--- src/rtl/ws2812_pkg.sv ---
// ws2812_pkg: shared WS2812B protocol types, constants and helpers (receiver and driver).
// Rev 1.0
`default_nettype none

package ws2812_pkg;

  typedef enum logic [1:0] {
    SYNC = 2'd0,
    IDLE = 2'd1,
    HIGH = 2'd2,
    LOW  = 2'd3
  } state_t;

  localparam int BITS_PER_LED = 24;

  // Rounded to the nearest whole cycle; the 64-bit product avoids overflow at high clock rates.
  function automatic int unsigned ns_to_cycles(input int unsigned clk_freq, input int unsigned ns);
    longint unsigned prod;
    prod = 64'(clk_freq) * 64'(ns);
    return 32'((prod + 64'd500_000_000) / 64'd1_000_000_000);
  endfunction

  function automatic logic [23:0] grb_to_rgb(input logic [23:0] grb);
    return {grb[15:8], grb[23:16], grb[7:0]};
  endfunction

  function automatic logic [23:0] rgb_to_grb(input logic [23:0] rgb);
    return {rgb[15:8], rgb[23:16], rgb[7:0]};
  endfunction

endpackage

`default_nettype wire

--- src/rtl/ws2812_rx_if.sv ---
// ws2812_rx_if: serial input plus decoded-word/status signals of the WS2812B receiver.
// Rev 1.0
`default_nettype none

interface ws2812_rx_if;
  logic        led_in;
  logic [23:0] rgb_data;
  logic        rgb_valid;
  logic        frame_end;
  logic        rx_error;
  logic        busy;
  logic        led_fwd;

  modport master (
    input  led_in,
    output rgb_data, rgb_valid, frame_end, rx_error, busy, led_fwd
  );

  modport slave (
    output led_in,
    input  rgb_data, rgb_valid, frame_end, rx_error, busy, led_fwd
  );
endinterface

`default_nettype wire

--- src/rtl/ws2812_in_sync.sv ---
// ws2812_in_sync: two-flop synchronizer for the LED line with single-cycle rise/fall strobes.
// Rev 1.0
`default_nettype none

module ws2812_in_sync (
  input  logic clk,
  input  logic rst,
  input  logic din,
  output logic level,
  output logic rise,
  output logic fall
);

  logic stage1;
  logic stage2;
  logic delayed;

  always_ff @(posedge clk or posedge rst) begin
    if (rst) begin
      stage1  <= 1'b0;
      stage2  <= 1'b0;
      delayed <= 1'b0;
    end else begin
      stage1  <= din;
      stage2  <= stage1;
      delayed <= stage2;
    end
  end

  assign level = stage2;
  assign rise  = stage2 & ~delayed;
  assign fall  = ~stage2 & delayed;

endmodule

`default_nettype wire

--- src/rtl/ws2812_rx.sv ---
// ws2812_rx: WS2812B receiver; classifies high pulses, assembles GRB words, emits {R,G,B}.
// Rev 1.0
`default_nettype none

module ws2812_rx
  import ws2812_pkg::*;
#(
  parameter int CLK_FREQ     = 27_000_000,
  parameter int CASCADE      = 0,
  parameter int THRESH_NS    = 600,
  parameter int MIN_HIGH_NS  = 150,
  parameter int MAX_HIGH_NS  = 2000,
  parameter int RESET_DET_NS = 40000
) (
  input logic         clk,
  input logic         rst,
  ws2812_rx_if.master bus
);

  localparam logic [15:0] THRESH    = 16'(ns_to_cycles(CLK_FREQ, THRESH_NS));
  localparam logic [15:0] MIN_HIGH  = 16'(ns_to_cycles(CLK_FREQ, MIN_HIGH_NS));
  localparam logic [15:0] MAX_HIGH  = 16'(ns_to_cycles(CLK_FREQ, MAX_HIGH_NS));
  localparam logic [15:0] RESET_DET = 16'(ns_to_cycles(CLK_FREQ, RESET_DET_NS));
  localparam logic [4:0]  LAST_BIT  = 5'(BITS_PER_LED - 1);

  logic s_level, s_rise, s_fall;

  ws2812_in_sync u_in_sync (
    .clk   (clk),
    .rst   (rst),
    .din   (bus.led_in),
    .level (s_level),
    .rise  (s_rise),
    .fall  (s_fall)
  );

  state_t      state, state_nx;
  logic [15:0] cnt, cnt_nx, cnt_inc;
  logic [4:0]  bitcnt, bitcnt_nx;
  logic [23:0] sr, sr_nx, sr_shift;
  logic [23:0] rgb, rgb_nx;
  logic        valid, valid_nx;
  logic        fend, fend_nx;
  logic        err, err_nx;
  logic        fwd_active, fwd_active_nx;
  logic        fwd;

  assign cnt_inc  = (cnt == 16'hFFFF) ? cnt : cnt + 16'd1;
  assign sr_shift = {sr[22:0], (cnt >= THRESH)};

  always_ff @(posedge clk or posedge rst) begin
    if (rst) begin
      state      <= SYNC;
      cnt        <= '0;
      bitcnt     <= '0;
      sr         <= '0;
      rgb        <= '0;
      valid      <= 1'b0;
      fend       <= 1'b0;
      err        <= 1'b0;
      fwd_active <= 1'b0;
      fwd        <= 1'b0;
    end else begin
      state      <= state_nx;
      cnt        <= cnt_nx;
      bitcnt     <= bitcnt_nx;
      sr         <= sr_nx;
      rgb        <= rgb_nx;
      valid      <= valid_nx;
      fend       <= fend_nx;
      err        <= err_nx;
      fwd_active <= fwd_active_nx;
      fwd        <= s_level & fwd_active;
    end
  end

  always_comb begin
    state_nx      = state;
    cnt_nx        = cnt;
    bitcnt_nx     = bitcnt;
    sr_nx         = sr;
    rgb_nx        = rgb;
    valid_nx      = 1'b0;
    fend_nx       = 1'b0;
    err_nx        = 1'b0;
    fwd_active_nx = fwd_active;

    case (state)
      // Only a full latch-length low proves we are between frames.
      SYNC: begin
        if (s_level) begin
          cnt_nx = '0;
        end else if (cnt_inc >= RESET_DET) begin
          state_nx = IDLE;
          cnt_nx   = '0;
        end else begin
          cnt_nx = cnt_inc;
        end
      end

      IDLE: begin
        if (s_rise) begin
          state_nx = HIGH;
          cnt_nx   = 16'd1;
        end
      end

      HIGH: begin
        if (s_fall && cnt >= MIN_HIGH) begin
          sr_nx    = sr_shift;
          state_nx = LOW;
          cnt_nx   = 16'd1;
          if (bitcnt == LAST_BIT) begin
            bitcnt_nx = '0;
            if (CASCADE == 0 || !fwd_active) begin
              rgb_nx   = grb_to_rgb(sr_shift);
              valid_nx = 1'b1;
            end
            if (CASCADE != 0) begin
              fwd_active_nx = 1'b1;
            end
          end else begin
            bitcnt_nx = bitcnt + 5'd1;
          end
        end else if (s_fall || cnt_inc >= MAX_HIGH) begin
          err_nx        = 1'b1;
          bitcnt_nx     = '0;
          fwd_active_nx = 1'b0;
          state_nx      = SYNC;
          cnt_nx        = '0;
        end else begin
          cnt_nx = cnt_inc;
        end
      end

      LOW: begin
        if (s_rise) begin
          state_nx = HIGH;
          cnt_nx   = 16'd1;
        end else if (cnt_inc >= RESET_DET) begin
          fend_nx       = 1'b1;
          err_nx        = (bitcnt != 5'd0);
          bitcnt_nx     = '0;
          fwd_active_nx = 1'b0;
          state_nx      = IDLE;
          cnt_nx        = '0;
        end else begin
          cnt_nx = cnt_inc;
        end
      end

      default: begin
        state_nx = SYNC;
        cnt_nx   = '0;
      end
    endcase
  end

  assign bus.rgb_data  = rgb;
  assign bus.rgb_valid = valid;
  assign bus.frame_end = fend;
  assign bus.rx_error  = err;
  assign bus.busy      = (state == HIGH) || (state == LOW);
  assign bus.led_fwd   = fwd;

endmodule

`default_nettype wire

--- src/flat_wrapper.sv ---
// flat-port wrapper written by rule: the top's interface ports become plain ports
module ws2812_rx_flat import ws2812_pkg::*;
#(
  parameter int CLK_FREQ     = 27_000_000,
  parameter int CASCADE      = 0,
  parameter int THRESH_NS    = 600,
  parameter int MIN_HIGH_NS  = 150,
  parameter int MAX_HIGH_NS  = 2000,
  parameter int RESET_DET_NS = 40000
)
  (clk, rst, bus_led_in, bus_rgb_data, bus_rgb_valid, bus_frame_end, bus_rx_error, bus_busy, bus_led_fwd);
  ws2812_rx_if bus_i ();
  input logic clk;
  input logic rst;
  input wire logic [$bits(bus_i.led_in)-1:0] bus_led_in;
  output wire logic [$bits(bus_i.rgb_data)-1:0] bus_rgb_data;
  output wire logic [$bits(bus_i.rgb_valid)-1:0] bus_rgb_valid;
  output wire logic [$bits(bus_i.frame_end)-1:0] bus_frame_end;
  output wire logic [$bits(bus_i.rx_error)-1:0] bus_rx_error;
  output wire logic [$bits(bus_i.busy)-1:0] bus_busy;
  output wire logic [$bits(bus_i.led_fwd)-1:0] bus_led_fwd;
  assign bus_i.led_in = bus_led_in;
  assign bus_rgb_data = bus_i.rgb_data;
  assign bus_rgb_valid = bus_i.rgb_valid;
  assign bus_frame_end = bus_i.frame_end;
  assign bus_rx_error = bus_i.rx_error;
  assign bus_busy = bus_i.busy;
  assign bus_led_fwd = bus_i.led_fwd;
  ws2812_rx #(.CLK_FREQ(CLK_FREQ), .CASCADE(CASCADE), .THRESH_NS(THRESH_NS), .MIN_HIGH_NS(MIN_HIGH_NS), .MAX_HIGH_NS(MAX_HIGH_NS), .RESET_DET_NS(RESET_DET_NS)) u_core (.clk(clk), .rst(rst), .bus(bus_i));
endmodule
--- config.mk ---
export PLATFORM = sky130hd
export DESIGN_NAME = ws2812_rx_flat
export DESIGN_NICKNAME = d
export VERILOG_FILES = /design/src/rtl/ws2812_pkg.sv /design/src/rtl/ws2812_rx_if.sv /design/src/rtl/ws2812_in_sync.sv /design/src/rtl/ws2812_rx.sv /design/src/flat_wrapper.sv
export SDC_FILE = /design/constraint.sdc
export NUM_CORES = 1
export LEC_CHECK = 0
export BUFFER_PORTS_ARGS = -buffer_cell sky130_fd_sc_hd__buf_2
export CAP_MARGIN = 20
export CORE_ASPECT_RATIO = 1.1
export CORE_MARGIN = 5
export CORE_UTILIZATION = 60
export DETAILED_ROUTE_END_ITERATION = 8
export PLACE_DENSITY = 0.89
export RECOVER_POWER = 25
export SETUP_SLACK_MARGIN = 0.1
export SYNTH_ARGS = -nofsm -noshare
export SYNTH_HDL_FRONTEND = slang
export SYNTH_SLANG_ARGS = --single-unit
--- constraint.sdc ---
create_clock -name clk -period 3.8 [get_ports clk]
set_input_delay 0.57 -clock clk [delete_from_list [all_inputs] [get_ports clk]]
set_output_delay 0.57 -clock clk [all_outputs]
set_load 0.1 [all_outputs]
==> impl_metrics.yaml <==
critical_path:
  start_kind: "flop"
  required_ns: 4.04
  worstSetupEndpointType: "flop"
  cp.arrival_ns: 3.48
  path_class: "flop to flop"
  critPathMaxFanout: 17
global_routing:
  grt_pass1_vias: 2717
  grt_use_total: 0.207
  antenna_found_initial: 0
  grt_max_degree: 37
  grt_overflow: 0
  grt_pass1_wl_mm: 13.0
clock_network:
  ctsResizeCount: 0
  htree_levels: 3
  cts_sinks: 76
  cts_made_buffers: 9
  cts_tree: "yes"
  ctsHoldBuffers: 0
  clk_pin_slew_ns: 0.08
  clock_latency_ns: 0.35
  cts_root_buf: "clkbuf_8"
  cts_buffer_depth: 2
  cts_setup_buffers: 0
status:
  violations: "max-capacitance violations, max-slew violations"
  outcome: "finished, violations left"
yosys:
  yosysSeqAreaShare: 0.511
  synth_fa_ha_area_frac: 0.0134
  syn_area_um2: 3720
  synth_nets: 379
  synth_area_per_cell_um2: 10.0
  synth_top_family_by_area: "simple AND/OR/NAND/NOR gates"
  synthMuxAreaShare: 0.0756
  synth_seq_cells: 76
  synth_top_area_frac: 0.511
  synth_area_leaders: "dfrtp_1, nand2_1, mux2_2"
  synth-xor-area-share: 0.00706
  synth_ff_type: "dfrtp_1"
  synth_edf_count: 0
  syn_inst: 372
  yosysTopAreaCell: "dfrtp_1"
  async_reset_ff_frac: 1.00
  synth_compound_area_frac: 0.138
  yosysWarnings: 0
  yosys.area_share.simple: 0.209
  synth_cell_type_count: 65
cells_and_area:
  drive_above_1_share: 0.213
  seq_area_um2: 1900
  multiInputGateArea_um2: 1650
  n_fill_cell: 449
  mostFrequentLayoutCells: "nand2_1, dfrtp_1, buf_2"
  final_nets: 402
  diodes: 0
  final_common_cell: "nand2_1"
  final_area_um2: 4110
  syn2layout_area_growth_pct: 10.3
sta:
  clock_skew_ns: 0.00951
  hold_viol_final: 0
  setup_viol: 0
  slew-limit-headroom: -0.212
  drv_slew: 37
  rsz0062_at_grt: "no"
  worstMarginPinSlew_ns: 1.82
  finalCritPeriodShare: 0.854
  fmax_mhz: 308
  finalCriticalPeriod_ns: 3.24
  fin_tns_setup_ns: 0
place:
  port_buffers: 30
  gp_congestion: 0.921
  dpl.hpwl_mm: 5.16
  postPlaceCellArea_um2: 3890
power_and_ir_drop:
  max-vdd-ir-drop_mv: 0.200
  leakagePower_uw: 0.00213
  p_per_area_nw_per_um2: 376
die:
  die_w_um: 85.1
  ios: 32
  core_area_um2: 6120
  start_util: 0.609
  dieArea_um2: 7880
  chipHeight_um: 92.6
  rows: 30
flow_run:
  drv_cap: 1
detailed_routing:
  drtAntennaViolNets: 0
  num_vias: 2824
  drt_first_pass_iters: 5
  viasPerCell: 5.88
  post-route-drc-count: 0
  wl_per_cell_um: 15.6
  wirelength_mm: 7.49
  drt_iter0_drc: 183
hold_path:
  hp-class: "primary input to flop"
cell families (layout without fill, tap and decap cells):
| group | count (synthesis) | in the layout |
|---|---|---|
| multiplexers | 25 | 25 |
| adder cells (fa/ha/maj) | 4 | 4 |
| buffers and inverters | 37 | 65 |
| flip-flops | 76 | 76 |
| AND/OR/NAND/NOR | 157 | 157 |
| XOR/XNOR | 3 | 3 |
| other | 1 | 1 |
| AO/OA/AOI/OAI | 69 | 69 |
layer usage:
layer / share of wire / wire (um) / global-route usage
met2: 0.50 / 3780 / 0.335
met3: 0.058 / 437 / 0.0463
met5: 0 / 0 / 0
met4: 0.019 / 142 / 0.0910
met1: 0.42 / 3130 / 0.265
through the flow:
step / hold slack, ns / std cells / power [uW] / util / setup WS [ns]
floorplan: 0.331 / 372 / 872 / - / 1.29
CTS: 0.236 / 480 / 1560 / 0.673 / 0.577
finish: 0.325 / 480 / 1540 / 0.671 / 0.556
detailed placement: 0.343 / 464 / 880 / 0.636 / 0.620
global placement: 0.341 / 464 / 878 / 0.636 / 0.728
global route: 0.308 / 480 / 1610 / 0.671 / 0.226
cell usage after synthesis, types with 3 or more instances:
cell type and n:
nand4_1 4, nor3_1 8, nor4_1 4, buf_2 11
and3_1 3, a32oi_1 3, nand2_1 85, clkbuf_1 7
a211oi_1 4, mux2_2 24, ha_1 4, inv_1 15
nor3b_1 3, dfrtp_1 76, nand3_1 11, o22a_1 8
nor2_1 17, o31ai_1 3, o21ai_0 6, and2_1 7
a21oi_1 14
critical path: stages (launching register included):
cell	delay, ns
dfrtp_1	0.51
ha_1	0.37
nand3_1	0.29
nor4_4	0.52
nor3_1	0.13
o22ai_2	0.13
a21oi_2	0.08
o211ai_2	0.63
nand2_1	0.15
a221o_1	0.32
flip-flops by register name, summed over array words and instances (netlist names):
name and count:
u_core.bitcnt 5, u_core.bus.frame_end 1, u_core.bus.rgb_data 24, u_core.bus.rgb_valid 1, u_core.bus.rx_error 1, u_core.cnt 16
u_core.sr 23, u_core.state 2, u_core.u_in_sync.delayed 1, u_core.u_in_sync.level 1, u_core.u_in_sync.stage1 1
worst paths after layout:
kind	cells past startpoint	end	startpoint	slack [ns]
setup / recovery	9	u_core.cnt[9]	u_core.cnt[0]	0.56
hold / removal	1	u_core.u_in_sync.stage1	bus_led_in	0.33
setup reg to reg	9	u_core.cnt[9]	u_core.cnt[0]	0.56
hold reg to reg	0	u_core.u_in_sync.level	u_core.u_in_sync.stage1	0.36
max in group asynchronous	3	u_core.bitcnt[3]	rst	1.27
min in group asynchronous	2	u_core.cnt[13]	rst	0.37
power by group:
part           switching, uW  internal (uW)  leakage, uW  total (uW)
registers               6.99            812      0.00105         819
clock network            305            377     0.000111         682
logic                   32.5           10.8     0.000961        43.4
total                    345           1200      0.00213        1540
area by class of cell:
class,count,area share
clock buffers,10,0.0311
multi-input cells,259,0.403
flip-flops and latches,76,0.463
well taps,80,0.0244
clock inverters,6,0.0231
inverters,15,0.0137
repair buffers,34,0.0420
(Power assumes the default switching activity.)
